### src/rtl/fetch_ctrl_pkg.sv
// Shared definitions for the fetch sequencer: widths, reset PC, FSM encoding.
package fetch_ctrl_pkg;

    localparam int          DEF_XLEN     = 32;
    localparam logic [31:0] DEF_RESET_PC = 32'h0000_0000;
    localparam logic [31:0] INST_NOP     = 32'h0000_0013;

    typedef enum logic [1:0] {
        ST_REQ  = 2'd0,
        ST_WAIT = 2'd1,
        ST_HOLD = 2'd2
    } fetch_state_t;

endpackage

### src/rtl/fetch_pc_next.sv
// Next fetch PC: word-aligned redirect target wins, otherwise pc+4 when advancing.
module fetch_pc_next #(
    parameter int XLEN = 32
) (
    input  logic [XLEN-1:0] pc,
    input  logic            advance,
    input  logic            redir_valid,
    input  logic [XLEN-1:0] redir_pc,
    output logic [XLEN-1:0] pc_next
);

    // The add wraps modulo 2^XLEN, so 0xFFFF_FFFC advances to 0.
    always_comb begin
        pc_next = pc;
        if (redir_valid)
            pc_next = {redir_pc[XLEN-1:2], 2'b00};
        else if (advance)
            pc_next = pc + XLEN'(4);
    end

endmodule

### src/rtl/fetch_ctrl.sv
// Fetch sequencer: one outstanding imem request, hands words to decode,
// applies execute redirects and drops responses they make stale.
module fetch_ctrl
    import fetch_ctrl_pkg::*;
#(
    parameter int              XLEN     = DEF_XLEN,
    parameter logic [XLEN-1:0] RESET_PC = XLEN'(DEF_RESET_PC)
) (
    input  logic            clk,
    input  logic            rst_n,
    input  logic            halt,
    input  logic            redir_valid,
    input  logic [XLEN-1:0] redir_pc,
    output logic            imem_req_valid,
    input  logic            imem_req_ready,
    output logic [XLEN-1:0] imem_req_addr,
    input  logic            imem_rsp_valid,
    input  logic [31:0]     imem_rsp_data,
    output logic            inst_valid,
    input  logic            inst_ready,
    output logic [31:0]     inst_data,
    output logic [XLEN-1:0] inst_pc
);

    fetch_state_t    state;
    logic [XLEN-1:0] fetch_pc;
    logic [XLEN-1:0] pc_next;
    logic            drop;
    logic            req_valid;
    logic [XLEN-1:0] req_addr;
    logic            advance;

    assign advance        = (state == ST_HOLD) && inst_ready;
    assign imem_req_valid = req_valid;
    assign imem_req_addr  = req_addr;

    fetch_pc_next #(.XLEN(XLEN)) u_pc_next (
        .pc          (fetch_pc),
        .advance     (advance),
        .redir_valid (redir_valid),
        .redir_pc    (redir_pc),
        .pc_next     (pc_next)
    );

    // Any path back into REQ raises the next request immediately (unless halted),
    // so the address register always comes from pc_next, never the stale fetch_pc.
    always_ff @(posedge clk or negedge rst_n) begin
        if (!rst_n) begin
            state      <= ST_REQ;
            fetch_pc   <= RESET_PC;
            drop       <= 1'b0;
            req_valid  <= 1'b0;
            req_addr   <= '0;
            inst_valid <= 1'b0;
            inst_data  <= '0;
            inst_pc    <= '0;
        end else begin
            fetch_pc <= pc_next;
            case (state)
                ST_REQ: begin
                    if (req_valid) begin
                        // A raised request stays put until accepted; a redirect only marks it stale.
                        if (redir_valid)
                            drop <= 1'b1;
                        if (imem_req_ready) begin
                            req_valid <= 1'b0;
                            state     <= ST_WAIT;
                        end
                    end else begin
                        req_valid <= !halt;
                        req_addr  <= pc_next;
                    end
                end
                ST_WAIT: begin
                    if (imem_rsp_valid) begin
                        if (drop || redir_valid) begin
                            drop      <= 1'b0;
                            state     <= ST_REQ;
                            req_valid <= !halt;
                            req_addr  <= pc_next;
                        end else begin
                            inst_valid <= 1'b1;
                            inst_data  <= imem_rsp_data;
                            inst_pc    <= fetch_pc;
                            state      <= ST_HOLD;
                        end
                    end else if (redir_valid) begin
                        drop <= 1'b1;
                    end
                end
                ST_HOLD: begin
                    if (redir_valid || inst_ready) begin
                        inst_valid <= 1'b0;
                        if (redir_valid)
                            inst_data <= INST_NOP;
                        state     <= ST_REQ;
                        req_valid <= !halt;
                        req_addr  <= pc_next;
                    end
                end
                default: begin
                    state     <= ST_REQ;
                    req_valid <= 1'b0;
                end
            endcase
        end
    end

endmodule

### config.mk
export PLATFORM = sky130hd
export DESIGN_NAME = fetch_ctrl
export DESIGN_NICKNAME = d
export VERILOG_FILES = /design/src/rtl/fetch_ctrl_pkg.sv /design/src/rtl/fetch_pc_next.sv /design/src/rtl/fetch_ctrl.sv
export SDC_FILE = /design/constraint.sdc
export NUM_CORES = 1
export LEC_CHECK = 0
export BUFFER_PORTS_ARGS = -buffer_cell sky130_fd_sc_hd__buf_2
export CORE_AREA = 2 2 108 110
export CTS_CLUSTER_DIAMETER = 60
export DETAILED_ROUTE_END_ITERATION = 8
export DIE_AREA = 0 0 110 112
export GPL_TIMING_DRIVEN = 1
export PLACE_DENSITY = 0.79
export SYNTH_ARGS = -nofsm -noshare
export SYNTH_HDL_FRONTEND = slang
export SYNTH_SLANG_ARGS = --single-unit
### constraint.sdc
create_clock -name clk -period 2.7 [get_ports clk]
set_clock_uncertainty 0.05 [all_clocks]
set_input_delay 0.54 -clock clk [delete_from_list [all_inputs] [get_ports clk]]
set_output_delay 0.54 -clock clk [all_outputs]
set_load 0.05 [all_outputs]
==> key figures <==
Synth
  – Ys flop type: dfrtp_1
  – Largest cells by area after synthesis: dfrtp_1 58%, mux2_2 10%, a22o_1 4.5%, nand2_1 3.3%, xor2_1 2.0%
  – Cells after synthesis: 483
  – Number of synthesized flops with an enable pin: 0
  – Synth Area in XOR/XNOR: 0.0323
  – Synth Cell Area: 5700 um^2
  – Synth area leader: dfrtp_1
  – Syn nets: 559
  – Mux contribution to synthesized area: 0.109
  – #FFs+latches synth: 133
  – Adder-Cell Fraction of Synth Area: 0.0110
  – Post-Synth Simple-Gate Area: 0.128
  – Yosys warning total: 0
  – Seq/Total Area, Yosys: 0.584
  – Avg Synthesized Cell Area: 11.8 um^2
  – Most common cell in the netlist: dfrtp_1
  – Top cells by count, synth: 133 x dfrtp_1, 53 x mux2_2, 50 x nand2_1
  – Top-area cell type share of the netlist area: 0.584
  – Synth Area in Compound Gates: 0.113
  – Main combinational cell family by area after synthesis: simple AND/OR/NAND/NOR gates
  – Async SR Flop Fraction: 1.00
  – Netlist cell types: 45

Clock tree
  – Clock Sinks: 133
  – Root buffer cell: clkbuf_16
  – Clk pin slew, worst setup/hold paths: 0.06 ns
  – TritonCTS clock tree: yes
  – CTS Buffer Depth: 2
  – Clock buffer count from CTS: 17
  – Htree depth: 4
  – Clock latency on the worst-skew pair: 0.41 ns

Cells and area
  – Antenna Cells: 0
  – Final nets: 735
  – Fin util: 0.662
  – Layout cell share with drive strength beyond 1: 0.406
  – Layout Area Growth over Synthesis: 29.8%
  – Fillers: 864

Setup path
  – CP max-delay cell: or4_4
  – Crit start category: flop
  – CP Class: flop to flop
  – WP buf/inv: 1
  – WP data required: 2.94 ns
  – Crit-path cells: inv_1 -> ha_1 -> nand4_1 -> or4_4 -> o211a_1 -> a211o_1 -> mux2_4
  – CP endpoint kind: flop
  – Crit-path max cell delay: 0.54 ns
  – Top Family by Delay on Critical Path: simple AND/OR/NAND/NOR gates
  – R2R Setup Slk: 0.35 ns
  – Reg2reg start: state[0]$_DFFE_PN0P_
  – Crit path max fanout: 4
  – CP arrival: 2.59 ns
  – R2r endpoint: imem_req_addr[18]$_DFFE_PN0P_
  – FF-to-FF path depth: 7

Min path
  – Hold endpoint: inst_data[21]$_DFFE_PN0P_
  – WHS Path Cells: 2
  – Worst hold path class: input pin to flop
  – Min-Delay Startpoint: imem_rsp_data[21]

Power
  – Peak supply drop: 1360 uV
  – Total power: 11.4 mW
  – Leakage power: 3.58 nW
  – Pwr Density: 1540 nW/um^2

Outcome
  – Status: finished clean

GRT
  – Initial antenna violation count: 1
  – Largest net degree at the start of global routing: 55
  – GR Util All Layers: 0.239
  – Vias in the first global route: 4618
  – Remaining global-route overflow: 0
  – First-pass GRT wire length: 22500 um

Floorplanning
  – Die X: 110 um
  – DIE AREA: 12300 um^2
  – # IOs: 169
  – Core area: 11200 um^2
  – Row cnt: 39
  – Die height: 112 um
  – Initial Utilization: 0.510

Detailed routing
  – Vias: 4517
  – Wire length per cell: 17.1 um
  – Antenna Violating Nets Remaining: 0
  – Vias per Instance: 5.54
  – Iter 0 DRT Violations: 140
  – Drt pass-1 iters: 4
  – DRC viols: 0
  – Routed WL: 13900 um

STA
  – Slew Limit Fails: 0
  – Max_slew headroom: 0.425
  – Tmin final: 2.35 ns
  – Setup TNS: 0 ns
  – RSZ-0062 raised after global routing: false
  – Setup Viol. Count Final: 0
  – Period utilization: 0.872
  – Pin slew with the least headroom to its limit: 0.862 ns
  – Final setup margin: 0.347 ns
  – Endpoints failing hold: 0
  – F_max: 0.425 GHz

Job
  – Total of max-cap violations: 0

Place
  – Post-DP HPWL: 9660 um
  – DP Worst Slack: 0.375 ns
  – GP Congestion: 0.872
  – I/O Buffers: 166
## where the power goes
group	internal (mW)	switching, mW
logic	1.69	3.96
clock network	1.64	0.820
registers	2.80	0.470
## registers in the layout, indices dropped and copies added (netlist names)
signal,count
state,2
drop,1
inst_pc,32
imem_req_valid,1
inst_data,32
imem_req_addr,32
fetch_pc,32
inst_valid,1
## layer usage
layer	routed length, um	share of wire	GRT usage	up-vias
met2	6910	0.50	0.393	182
li1	-	-	-	2093
met3	957	0.069	0.0714	27
met1	5760	0.41	0.295	2213
met5	13	0.00093	0	-
met4	266	0.019	0.0920	2
## logic make-up (layout without fill, tap and decap cells)
| family | Yosys count | count (layout) |
|---|---|---|
| AND/OR/NAND/NOR | 145 | 145 |
| flip-flops | 133 | 133 |
| AO/OA/AOI/OAI | 90 | 90 |
| multiplexers | 55 | 55 |
| buffers and inverters | 34 | 223 |
| XOR/XNOR | 21 | 21 |
| adder cells (fa/ha/maj) | 5 | 5 |
## layout make-up
type                       count  area, um^2  share of cell area
timing repair buffer         183         980               0.132
clock buffer                  24         492              0.0664
multi-input combinational    316        2250               0.304
inverter                       8        30.0             0.00406
clock inverter                 8         145              0.0196
tap                          143         179              0.0242
sequential                   133        3330               0.450
## how the worst max path moves through the flow
stage | startpoint | end | slack (ns) | cells after the start
6_report | state[0]$_DFFE_PN0P_ | imem_req_addr[18]$_DFFE_PN0P_ | 0.35 | 7
5_1_grt | state[0]$_DFFE_PN0P_ | imem_req_addr[18]$_DFFE_PN0P_ | 0.19 | 7
4_1_cts | state[0]$_DFFE_PN0P_ | imem_req_addr[18]$_DFFE_PN0P_ | 0.35 | 7
3_5_place_dp | state[0]$_DFFE_PN0P_ | imem_req_addr[18]$_DFFE_PN0P_ | 0.37 | 7
3_3_place_gp | state[0]$_DFFE_PN0P_ | imem_req_addr[18]$_DFFE_PN0P_ | 0.42 | 7
2_1_floorplan | state[0]$_DFFE_PN0P_ | imem_req_addr[18]$_DFFE_PN0P_ | 0.42 | 8
## cells in the final DEF (no fill, tap or decap), types with 5 or more instances in the layout
master,n
buf_2,165
dfrtp_1,133
mux2_2,53
nand2_1,50
nor2_1,29
a22o_1,29
a21oi_1,19
clkbuf_16,17
nand4_1,16
o21ai_0,16
buf_4,15
xor2_1,13
nand3_1,10
nor4_1,9
xnor2_1,8
inv_1,7
o22ai_1,5
ha_1,5
## metrics by stage
stage / hold WS, ns / std cells / cell area [um^2]
final: 0.294 / 815 / 7400
after detailed placement: 0.416 / 782 / 6760
after global placement: 0.409 / 782 / 6760
after floorplan: 0.194 / 483 / 5700
after CTS: 0.279 / 815 / 7400
after global routing: 0.277 / 815 / 7400
## repair_timing
action                                 CTS  global route
gates resized for setup                  0             0
hold buffers                             1             0
endpoints found under the hold margin   27             0
setup buffers                            0             0
Power figures use the tool's default switching activity.
